==> src/rtl/mem_pkg.sv <==
// Shared types and beat-count constants for the memory stage and its stack sequencer.
package mem_pkg;

  typedef enum logic [1:0] {
    IDLE  = 2'd0,
    BEAT1 = 2'd1,
    BEAT2 = 2'd2
  } stack_state_t;

  typedef enum logic [1:0] {
    ADDR_ALU  = 2'd0,
    ADDR_RD2  = 2'd1,
    ADDR_RSV2 = 2'd2,
    ADDR_RSV3 = 2'd3
  } addr_sel_t;

  typedef enum logic [1:0] {
    WSRC_REG      = 2'd0,
    WSRC_PC       = 2'd1,
    WSRC_PC_FLAGS = 2'd2,
    WSRC_ZERO     = 2'd3
  } wsrc_sel_t;

  localparam logic [1:0] BEATS_PUSH = 2'd1;
  localparam logic [1:0] BEATS_POP  = 2'd1;
  localparam logic [1:0] BEATS_CALL = 2'd2;
  localparam logic [1:0] BEATS_RET  = 2'd2;
  localparam logic [1:0] BEATS_INT  = 2'd3;
  localparam logic [1:0] BEATS_RTI  = 2'd3;

  function automatic logic [1:0] push_beats(input wsrc_sel_t src);
    case (src)
      WSRC_PC:       return BEATS_CALL;
      WSRC_PC_FLAGS: return BEATS_INT;
      default:       return BEATS_PUSH;
    endcase
  endfunction

  function automatic logic [1:0] pop_beats(input logic ret, input logic rti);
    if (rti) return BEATS_RTI;
    if (ret) return BEATS_RET;
    return BEATS_POP;
  endfunction

endpackage

==> src/rtl/stack_sequencer.sv <==
// Beat sequencer for multi-word stack operations: beat FSM, stack pointer and stall.
module stack_sequencer
  import mem_pkg::*;
#(
  parameter int ADDR_W   = 12,
  parameter int SP_RESET = 2**ADDR_W - 1
) (
  input  logic              clk,
  input  logic              reset,
  input  logic              push,
  input  logic              pop,
  input  logic [1:0]        beats,
  output logic [1:0]        beat,
  output logic              last_beat,
  output logic              stall,
  output logic [ADDR_W-1:0] stack_addr,
  output logic [ADDR_W-1:0] sp
);

  localparam logic [ADDR_W-1:0] SP_INIT = ADDR_W'(SP_RESET);
  localparam logic [ADDR_W-1:0] ONE     = ADDR_W'(1);

  stack_state_t      state_q, state_d;
  logic [ADDR_W-1:0] sp_q;
  logic              op_active;

  assign op_active  = push | pop;
  assign beat       = state_q;
  assign last_beat  = (beat == beats - 2'd1);
  assign stall      = op_active & ~last_beat;
  // Push writes the current top slot; pop reads the slot it is about to uncover.
  assign stack_addr = push ? sp_q : sp_q + ONE;
  assign sp         = sp_q;

  always_comb begin
    // NOTE: every always_comb output gets a default first so no path infers a latch.
    state_d = IDLE;
    if (stall) begin
      case (state_q)
        IDLE:    state_d = BEAT1;
        BEAT1:   state_d = BEAT2;
        default: state_d = IDLE;
      endcase
    end
  end

  always_ff @(posedge clk) begin
    if (reset) begin
      state_q <= IDLE;
      sp_q    <= SP_INIT;
    end else begin
      state_q <= state_d;
      if (push)     sp_q <= sp_q - ONE;
      else if (pop) sp_q <= sp_q + ONE;
    end
  end

endmodule

==> src/rtl/memory_stage.sv <==
// Pipeline memory stage: data-memory address/data muxing, stack sequencing and the MEM/WB register.
module memory_stage
  import mem_pkg::*;
#(
  parameter int ADDR_W   = 12,
  parameter int SP_RESET = 2**ADDR_W - 1
) (
  input  logic              clk,
  input  logic              reset,
  input  logic [15:0]       alu_result,
  input  logic [15:0]       read_data1,
  input  logic [15:0]       read_data2,
  input  logic [15:0]       LDM_value,
  input  logic [15:0]       inPortValue,
  input  logic [31:0]       pc_plus_one,
  input  logic [2:0]        flag_register,
  input  logic              mem_read,
  input  logic              mem_write,
  input  logic              mem_push,
  input  logic              mem_pop,
  input  logic              pc_choose_memory,
  input  logic              pc_choose_interrupt,
  input  logic [1:0]        memory_address_select,
  input  logic [1:0]        memory_write_src_select,
  input  logic              reg_write,
  input  logic              outport_enable,
  input  logic [1:0]        wb_sel,
  input  logic [2:0]        reg_write_address,
  input  logic [15:0]       dmem_rdata,
  output logic [ADDR_W-1:0] dmem_addr,
  output logic [15:0]       dmem_wdata,
  output logic              dmem_we,
  output logic              stall,
  output logic [15:0]       mem_data_out,
  output logic [15:0]       alu_result_out,
  output logic [15:0]       LDM_value_out,
  output logic [15:0]       inPortValue_out,
  output logic              reg_write_out,
  output logic              outport_enable_out,
  output logic [1:0]        wb_sel_out,
  output logic [2:0]        reg_write_address_out,
  output logic [31:0]       pc_from_memory,
  output logic              pc_from_memory_valid,
  output logic [2:0]        conditions_from_memory_pop,
  output logic              flags_restore_valid,
  output logic [ADDR_W-1:0] sp
);

  wsrc_sel_t         wsrc;
  addr_sel_t         asel;
  logic              push, pop, stack_op, ret_pop, rti_pop, plain_pop, load;
  logic [1:0]        beats, beat;
  logic              last_beat;
  logic [ADDR_W-1:0] stack_addr, data_addr;
  logic [15:0]       pc_lo_q;
  logic [2:0]        flags_q;

  assign wsrc      = wsrc_sel_t'(memory_write_src_select);
  assign asel      = addr_sel_t'(memory_address_select);
  assign push      = mem_push;
  assign pop       = mem_pop & ~mem_push;
  assign stack_op  = mem_push | mem_pop;
  assign rti_pop   = pop & pc_choose_interrupt;
  assign ret_pop   = pop & pc_choose_memory & ~pc_choose_interrupt;
  assign plain_pop = pop & ~pc_choose_memory & ~pc_choose_interrupt;
  assign load      = mem_read & ~mem_write & ~stack_op;
  assign beats     = push ? push_beats(wsrc)
                   : pop  ? pop_beats(ret_pop, rti_pop)
                   : 2'd1;

  stack_sequencer #(
    .ADDR_W   (ADDR_W),
    .SP_RESET (SP_RESET)
  ) u_seq (
    .clk        (clk),
    .reset      (reset),
    .push       (push),
    .pop        (pop),
    .beats      (beats),
    .beat       (beat),
    .last_beat  (last_beat),
    .stall      (stall),
    .stack_addr (stack_addr),
    .sp         (sp)
  );

  always_comb begin
    data_addr = '0;
    case (asel)
      ADDR_ALU: data_addr = alu_result[ADDR_W-1:0];
      ADDR_RD2: data_addr = read_data2[ADDR_W-1:0];
      default:  data_addr = '0;
    endcase
  end

  // Pushes store high PC word first so pops see the reverse order: flags, low, high.
  always_comb begin
    dmem_wdata = read_data1;
    if (push) begin
      case (wsrc)
        WSRC_REG: dmem_wdata = read_data1;
        WSRC_PC, WSRC_PC_FLAGS: begin
          case (beat)
            2'd0:    dmem_wdata = pc_plus_one[31:16];
            2'd1:    dmem_wdata = pc_plus_one[15:0];
            default: dmem_wdata = {13'b0, flag_register};
          endcase
        end
        default: dmem_wdata = '0;
      endcase
    end
  end

  assign dmem_addr = stack_op ? stack_addr : data_addr;
  assign dmem_we   = push | (mem_write & ~stack_op);

  generate
    if (ADDR_W < 16) begin : g_rd2_hi
      logic unused_rd2_hi;
      assign unused_rd2_hi = ^read_data2[15:ADDR_W];
    end
  endgenerate

  always_ff @(posedge clk) begin
    if (reset) begin
      mem_data_out               <= '0;
      alu_result_out             <= '0;
      LDM_value_out              <= '0;
      inPortValue_out            <= '0;
      reg_write_out              <= 1'b0;
      outport_enable_out         <= 1'b0;
      wb_sel_out                 <= '0;
      reg_write_address_out      <= '0;
      pc_from_memory             <= '0;
      pc_from_memory_valid       <= 1'b0;
      conditions_from_memory_pop <= '0;
      flags_restore_valid        <= 1'b0;
      pc_lo_q                    <= '0;
      flags_q                    <= '0;
    end else begin
      alu_result_out        <= alu_result;
      LDM_value_out         <= LDM_value;
      inPortValue_out       <= inPortValue;
      wb_sel_out            <= wb_sel;
      reg_write_address_out <= reg_write_address;
      // Non-final beats hand write-back a bubble.
      reg_write_out         <= reg_write & ~stall;
      outport_enable_out    <= outport_enable & ~stall;
      pc_from_memory_valid  <= 1'b0;
      flags_restore_valid   <= 1'b0;

      if (rti_pop && beat == 2'd0) flags_q <= dmem_rdata[2:0];
      if ((ret_pop && beat == 2'd0) || (rti_pop && beat == 2'd1)) pc_lo_q <= dmem_rdata;

      if (last_beat) begin
        if (load || plain_pop) mem_data_out <= dmem_rdata;
        if (ret_pop || rti_pop) begin
          pc_from_memory       <= {dmem_rdata, pc_lo_q};
          pc_from_memory_valid <= 1'b1;
        end
        if (rti_pop) begin
          conditions_from_memory_pop <= flags_q;
          flags_restore_valid        <= 1'b1;
        end
      end
    end
  end

endmodule
==> config.mk <==
export PLATFORM = sky130hd
export DESIGN_NAME = memory_stage
export DESIGN_NICKNAME = d
export VERILOG_FILES = /design/src/rtl/mem_pkg.sv /design/src/rtl/stack_sequencer.sv /design/src/rtl/memory_stage.sv
export SDC_FILE = /design/constraint.sdc
export NUM_CORES = 1
export LEC_CHECK = 0
export CAP_MARGIN = 0
export CORE_UTILIZATION = 36
export DETAILED_ROUTE_END_ITERATION = 10
export GPL_ROUTABILITY_DRIVEN = 1
export HOLD_SLACK_MARGIN = 0.06
export PLACE_DENSITY = 0.8
export SETUP_SLACK_MARGIN = 0.02
export SYNTH_ARGS = -nofsm -noshare
export SYNTH_HDL_FRONTEND = slang
export SYNTH_SLANG_ARGS = --single-unit
==> constraint.sdc <==
create_clock -name clk -period 2.1 [get_ports clk]
set_clock_uncertainty 0.1 [all_clocks]
set_input_delay 0.21 -clock clk [delete_from_list [all_inputs] [get_ports clk]]
set_output_delay 0.21 -clock clk [all_outputs]
set_load 0.02 [all_outputs]
Word-level counts from Yosys, hierarchy flattened
Index checks and enable logic that the tools add are counted.
- logic and storage cells: 82
- output and inout port bits: 150
- input bits: 150
- register bits: 141
- muxes and demuxes: 20
- $add $sub $neg: 3
- bitwise logic cells: 22
- eq/ne operators: 5
- reductions and logical operators: 16
- operators with widths (kind ; count):
    16-bit case mux with 2 select lines ; 2
    12-bit two-way mux ; 4
    12-bit case mux with 2 select lines ; 1
    16-bit two-way mux ; 1
    12-bit by 1-bit adder with 12-bit output (second input constant) ; 1
    1-bit AND ; 12
    2-bit two-way mux ; 6
    12-bit by 1-bit subtractor with 12-bit output (second input constant) ; 1
    2-bit case mux with 2 select lines ; 2
    1-bit inverter ; 7
    2-bit by 1-bit equality test with 1-bit output (second input constant) ; 3
    2-bit zero test ; 3
    2-bit AND reduction ; 3
    2-bit OR reduction ; 3
    1-bit two-way mux ; 4
    1-bit logical AND ; 3
    1-bit logical OR ; 3
    1-bit bitwise OR ; 3
    2-bit equality test ; 1
    2-bit equality test (second input constant) ; 1
    2-bit nonzero test ; 1
    2-bit by 1-bit subtractor with 2-bit output (second input constant) ; 1

Longest topological paths before layout
Gate-level depths: netlist of run 1.
- word-level depth: 16
- mapped depth: 7

Modules after synthesis
A second synthesis of run 1 with hierarchy kept.
- cells, all modules: 669
- area, all modules: 6288.5 sq um
- by module, submodules not included (module ; cells an instance ; instances ; area each (sq um)):
    memory_stage ; 531 ; 1 ; 5182.5
    stack_sequencer ; 138 ; 1 ; 1106.1

Least setup slack after synthesis of run 1
No wires, ideal clock.
- path kind: reg2out
- start point: register u_seq.sp_q[5] (netlist: u_seq.sp[5])
- end point: output dmem_addr[11]
- cell stages (with the launch flop): 6
- setup slack: -169 ps
- arrival time: 1959 ps
- path through: dfxtp_1 clkbuf_1 nand2_1 or4_1 a21o_1 a211o_1
- word-level cells in the longest chain between the ends: 3
- ends and longest elaborated chain (element ; line ; source):
    start: declaration ; stack_sequencer.sv:24 ; logic [ADDR_W-1:0] sp_q;
    start signal: assignment ; stack_sequencer.sv:53 ; if (push) sp_q <= sp_q - ONE;
    start signal: assignment ; stack_sequencer.sv:54 ; else if (pop) sp_q <= sp_q + ONE;
    12-bit by 1-bit adder with 12-bit output ; stack_sequencer.sv:32 ; assign stack_addr = push ? sp_q : sp_q + ONE;
    12-bit two-way mux ; stack_sequencer.sv:32 ;
    12-bit two-way mux ; memory_stage.sv:114 ; assign dmem_addr = stack_op ? stack_addr : data_addr;
    end: declaration ; memory_stage.sv:30 ; output logic [ADDR_W-1:0] dmem_addr,
Every way passes these cells.

Final worst setup path of run 1
- start point: register u_seq.sp_q[1] (netlist: u_seq.sp[1])
- end point: output dmem_addr[11]
Same word-level chain as after synthesis.

==> flow_summary.yaml, run 1 <==
synth:
  synthArstFlopShare: 0
  synthCells: 605
  yosysSeqAreaShare: 0.486
  yosys.area.top_type: "dfxtp_1"
  synthTopCellsByArea: "dfxtp_1, mux2i_1, nor2b_1"
  yosysUniqueCellTypes: 58
  yosys_warnings: 0
  syn_avg_cell_area_um2: 9.61
  synthFlopType: "dfxtp_1"
  synth_area_mm2: 0.00581
  syn-num-nets: 762
  synth_edf_count: 0
  ys_seq_elements: 141
  yosysTopAreaCellShare: 0.486
global_routing:
  antenna_found_initial: 0
  grt-ovfl-total: 0
  grt_pass1_wl_mm: 29.7
  grt_max_degree: 38
  grt_usage: 0.229
  grt_pass1_vias: 5730
worst_setup_path:
  crit_family: "simple AND/OR/NAND/NOR gates"
  critPathLaunchType: "register"
  r2r_end: "u_seq.sp[11]"
  worstPathCellList: "nand4_1 > or4_4 > a21o_1 > a211o_1 > buf_6"
  arrival_ps: 2020
  slowest_delay_ps: 450
  crit_path_top_delay_cell: "or4_4"
  critical_path_peak_fanout: 4
  path_class: "register to primary output"
  worstSetupEndpointType: "primary output"
  required_ps: 1790
  startpoint: "u_seq.sp[1]"
  rrSetupSlack_ps: -10
  critPathBufInv: 1
  rr_startpoint: "u_seq.sp[3]"
  ff2ff_path_depth: 7
routing:
  drtIter0Drc: 306
  ant_nets: 0
  firstDrtPassIters: 6
  wl_per_cell_um: 16.4
  via_count: 5887
  drc: 0
  viasPerCell: 4.95
  drt_wl_total_mm: 19.5
floorplanning:
  fp.dieH_um: 129
  rows: 46
  core-area_mm2: 0.0158
  die_area_mm2: 0.0167
  io_pins: 300
  die_x_um: 129
  initial_core_util: 0.367
sta:
  layout_min_cycle_time_ps: 2330
  tightest_slew_ps: 402
  max_freq_mhz: 430
  setup_ws_ps: -225
  max_slew_margin: 0.729
  period_share: 1.11
  rsz0062_at_grt: "true"
  finalSetupViolCount: 6
  tns_ps: -882
  final_hold_viol_count: 0
  slew_violations: 0
clocking:
  clkTransAtPathRegs_ps: 60
  clock_path_buffers: 2
  cts_sinks: 141
  htree_num_levels: 4
  cts_made_buffers: 17
  cts-root-buf: "clkbuf_16"
  clk_latency_ps: 410
  cts_tree: "yes"
outcome:
  violations: "setup timing"
  status: "finished, violations left"
cells_and_area:
  layout-drive-gt1-share: 0.208
  design_area_mm2: 0.0103
  fin_util: 0.653
  layout_commonest_cell: "clkdlybuf4s50_1"
  final_cell_mix: "clkdlybuf4s50_1, dfxtp_1, buf_4, mux2i_1, nor2b_1"
  antenna_cells: 0
  synthToLayoutAreaGrowth_pct: 77.7
  nNetsFinal: 1118
  stdcell_count: 1190
placed_design:
  post_dp_cell_area_mm2: 0.00949
  portBuffers: 295
  routabilityCongestion: 0.940
  hpwl_mm: 14.0
  dp_cells: 1146
pwr:
  leakage_nw: 4.41
  p_total_mw: 7.58
  ir_worst_vdd_mv: 0.575
  p_per_area_mw_per_mm2: 734
hold_path:
  min_delay_path_depth: 3
  hold_class: "primary input to register"
  min_from: "pc_choose_interrupt"
  min_to: "flags_restore_valid"
run:
  cap_violations: 0
[synthesized netlist by cell type (2+ instances only)]
cell type	n
nor4_1	6
mux2i_1	65
o2bb2ai_1	2
or3_1	5
dfxtp_1	141
a211oi_1	2
and3_1	4
o31ai_1	2
nor2b_1	54
nand4_1	3
o2bb2a_1	2
a21oi_1	11
a22o_1	36
o21a_1	2
o311a_1	3
nand2b_1	2
buf_2	8
nor3b_1	4
o22ai_1	2
o211ai_1	2
mux2_2	3
o21ai_0	34
or4_1	3
a211o_1	3
xnor2_1	4
nand3_1	7
a31oi_1	3
nor2_1	54
a21o_1	3
ha_1	7
a32oi_1	3
inv_1	16
nand4bb_1	2
a2bb2oi_1	2
buf_1	2
nor3_1	11
nand2_1	35
clkbuf_1	35
o32ai_1	3
[worst max path at each step]
stage               endpoint  cells past startpoint
2_1_floorplan  dmem_addr[11]                      5
3_3_place_gp           stall                      8
3_5_place_dp           stall                      8
4_1_cts         dmem_addr[9]                      6
5_1_grt        dmem_addr[11]                      5
6_report       dmem_addr[11]                      5
[flip-flops by register name, summed over array words and instances, names as in the netlist, 2 cells and up]
name and flops:
u_seq.sp 12, u_seq.beat 2, LDM_value_out 16, flags_q 3, pc_lo_q 16, pc_from_memory 32
mem_data_out 16, conditions_from_memory_pop 3, alu_result_out 16, wb_sel_out 2, reg_write_address_out 3, inPortValue_out 16
[logic make-up (layout without fill, tap and decap cells)]
kind of cell | count (synthesis) | in the layout | share of synthesized area
AND/OR/NAND/NOR | 198 | 198 | 0.177
adder cells (fa/ha/maj) | 7 | 7 | 0.0151
multiplexers | 68 | 68 | 0.118
flip-flops | 141 | 141 | 0.486
AO/OA/AOI/OAI | 125 | 125 | 0.155
buffers and inverters | 62 | 431 | 0.0431
XOR/XNOR | 4 | 4 | 0.00603
[worst register-to-register path, delay by kind of cell (launching register included)]
family	cells	cell delay [ps]
and+or+nand+nor	2	970
DFF	1	320
AOI/OAI and AO/OA	1	140
muxes	1	120
buffers and inverters	3	340
[metal layers]
layer  global-route usage  wire length, um  vias up
met5                    0                0        -
met3               0.0718             1630       28
met2                0.397             9640      273
met4               0.0706              334        0
li1                     -                -     2854
met1                0.270             7860     2732
[final cells by class]
cell class                      count  area, um^2
Multi-Input combinational cell    402        2960
Fill cell                        1280        5500
Clock buffer                       17         425
Tap cell                          216         270
Inverter                           16        60.1
Sequential cell                   141        2840
Timing Repair Buffer              383        3640
Clock inverter                     15         125
[repair_timing]
item                                   in CTS  in global routing
setup endpoints to repair                  31                 31
gates cloned                                0                  0
hold buffers                                1                  0
resized for setup                         170                 51
pin swaps                                  17                 15
setup buffers                              10                  1
endpoints found under the hold margin       2                  0
[stage by stage]
| step | hold slack [ps] | setup WS [ps] |
|---|---|---|
| 6_report | 205 | -225 |
| 4_1_cts | 228 | -226 |
| 3_3_place_gp | 346 | -592 |
| 2_1_floorplan | 236 | -80.7 |
| 3_5_place_dp | 355 | -630 |
| 5_1_grt | 225 | -277 |
[power breakdown]
part           switching, mW  total, mW  internal [mW]  leakage [nW]
logic                  0.916       1.92           1.01          2.98
registers             0.0543       2.85           2.79          1.15
clock network           1.26       2.81           1.55         0.271
total                   2.23       7.58           5.35          4.41
Note: power is estimated with default switching activity, not from simulation.
==> run 2, diff against run 1 <==
- CAP_MARGIN: 0 -> not set
==> results of run 2 <==
The final DEF is identical to that of run 1; final timing and power are the same.
==> run 3, diff against run 2 <==
- CORE_MARGIN: not set -> 4
==> run 3 against run 2 <==
Compared with the run above:
- the flow still finishes with violations (setup timing)
- critical path type unchanged
- via count grew 3.1%
- sequential cell count is the same
- cell area grew 3.2%
- combinational power grew 9%
==> flow_summary.yaml, run 3 (synthesis results as in run 1) <==
global_routing:
  grt_pass1_wl_mm: 31.1
  grt_max_degree: 85
  grt_pass1_vias: 5958
  grt_usage: 0.215
  grt-ovfl-total: 0
  antenna_found_initial: 0
sta:
  rsz0062_at_grt: "true"
  setup_ws_ps: -279
  tightest_slew_ps: 355
  max_freq_mhz: 420
  slew_violations: 0
  hold_ws_ps: 245
  period_share: 1.13
  finalSetupViolCount: 9
  tns_ps: -1470
  layout_min_cycle_time_ps: 2380
  max_slew_margin: 0.757
  final_hold_viol_count: 0
floorplanning:
  rows: 46
  die_x_um: 135
  die_area_mm2: 0.0182
  core-area_mm2: 0.0158
  initial_core_util: 0.367
  fp.dieH_um: 135
  io_pins: 300
cells_and_area:
  layout-drive-gt1-share: 0.225
  stdcell_count: 1208
  fill_cells: 1215
  fin_util: 0.673
  layout_commonest_cell: "clkdlybuf4s50_1"
  largest_reg_flops: 32
  synthToLayoutAreaGrowth_pct: 83.3
  regMostFlops: "pc_from_memory"
  final_cell_mix: "clkdlybuf4s50_1, dfxtp_1, buf_4, mux2i_1, nor2b_1"
  nNetsFinal: 1136
  design_area_mm2: 0.0107
  antenna_cells: 0
pwr:
  net-switching-power_mw: 2.34
  leakage_nw: 4.53
  pwr-share-seq: 0.356
  p_total_mw: 7.98
  ir_worst_vdd_mv: 0.550
  p_comb_frac: 0.261
  swShare: 0.293
  p_per_area_mw_per_mm2: 749
  p_int_mw: 5.64
  clkPwrFrac: 0.383
clocking:
  cts_sinks: 141
  cts-root-buf: "clkbuf_16"
  cts_made_buffers: 17
  cts_tree: "yes"
  clkTransAtPathRegs_ps: 70
  clock_path_buffers: 2
  htree_num_levels: 4
  clk_latency_ps: 410
routing:
  via_count: 6067
  drt_wl_total_mm: 21.3
  drc: 0
  ant_nets: 0
  drtIter0Drc: 343
  wl_per_cell_um: 17.7
  viasPerCell: 5.02
  firstDrtPassIters: 5
worst_setup_path:
  slowest_delay_ps: 470
  arrival_ps: 2070
  crit_path_top_delay_cell: "or4_4"
  path_class: "register to primary output"
  critical_path_peak_fanout: 2
  required_ps: 1790
  crit_family: "simple AND/OR/NAND/NOR gates"
  worstSetupEndpointType: "primary output"
  worstPathCellList: "nand4_1 > or4_4 > a21o_1 > a211o_1 > buf_6"
  critPathBufInv: 1
  critPathLaunchType: "register"
placed_design:
  routabilityCongestion: 0.972
  hpwl_mm: 15.0
  pre_cts_ws_ps: -617
  post_dp_cell_area_mm2: 0.00952
  portBuffers: 295
  dp_cells: 1148
outcome:
  status: "finished, violations left"
  violations: "setup timing"
run:
  cap_violations: 0
hold_path:
  hold_class: "primary input to register"
==> run 3: cell count changes in the layout (fill, tap and decap cells not counted), moves of 3 or more <==
cell,before,now
buf_2,14,1
clkdlybuf4s15_1,3,0
buf_4,80,89
dlygate4sd2_1,3,6
clkinv_2,3,0
clkdlybuf4s15_2,0,4
dfxtp_2,9,4
dfxtp_1,130,134
clkbuf_2,1,10
buf_6,13,20
==> run 3: repair_timing <==
| action | CTS | global route |
|---|---|---|
| resized for setup | 131 | 95 |
| setup buffers | 11 | 19 |
| hold buffers | 1 | 0 |
| pin swaps | 20 | 31 |
| endpoints found under the hold margin | 6 | 0 |
| cloned | 0 | 1 |
| endpoints found under the setup margin | 32 | 31 |
==> run 3: metal layers <==
metal	vias up	GRT usage	wire length [um]
li1	2893	-	-
met1	2795	0.242	7990
met2	319	0.364	10400
met3	60	0.0779	2130
met4	0	0.0997	792
met5	-	0	0
==> run 3: power by group through the flow <==
stage	registers [mW]	logic (mW)	clock network, mW
after floorplan	3.02	0.654	0
after global placement	2.89	1.74	0
after detailed placement	2.90	1.77	0
after CTS	2.84	1.85	3.12
after global routing	2.85	2.20	3.25
final	2.84	2.09	3.05
==> run 3: path summary, 6_finish.rpt <==
kind	start	to	slack, ps	depth (start not counted)
max	u_seq.sp[1]	dmem_addr[11]	-280	5
min reg2reg	pc_lo_q[13]	pc_from_memory[13]	370	1
max reg2reg	u_seq.sp[7]	u_seq.sp[11]	100	5
min	LDM_value[1]	LDM_value_out[1]	250	2
==> run 3: final cells by class <==
type	count	area (um^2)	share of cell area
clock buffers	18	439	0.0412
clock inverters	14	168	0.0157
inverters	16	72.6	0.00681
multi-input cells	403	3030	0.284
flip-flops and latches	141	2840	0.266
well taps	216	270	0.0254
repair buffers	400	3840	0.360
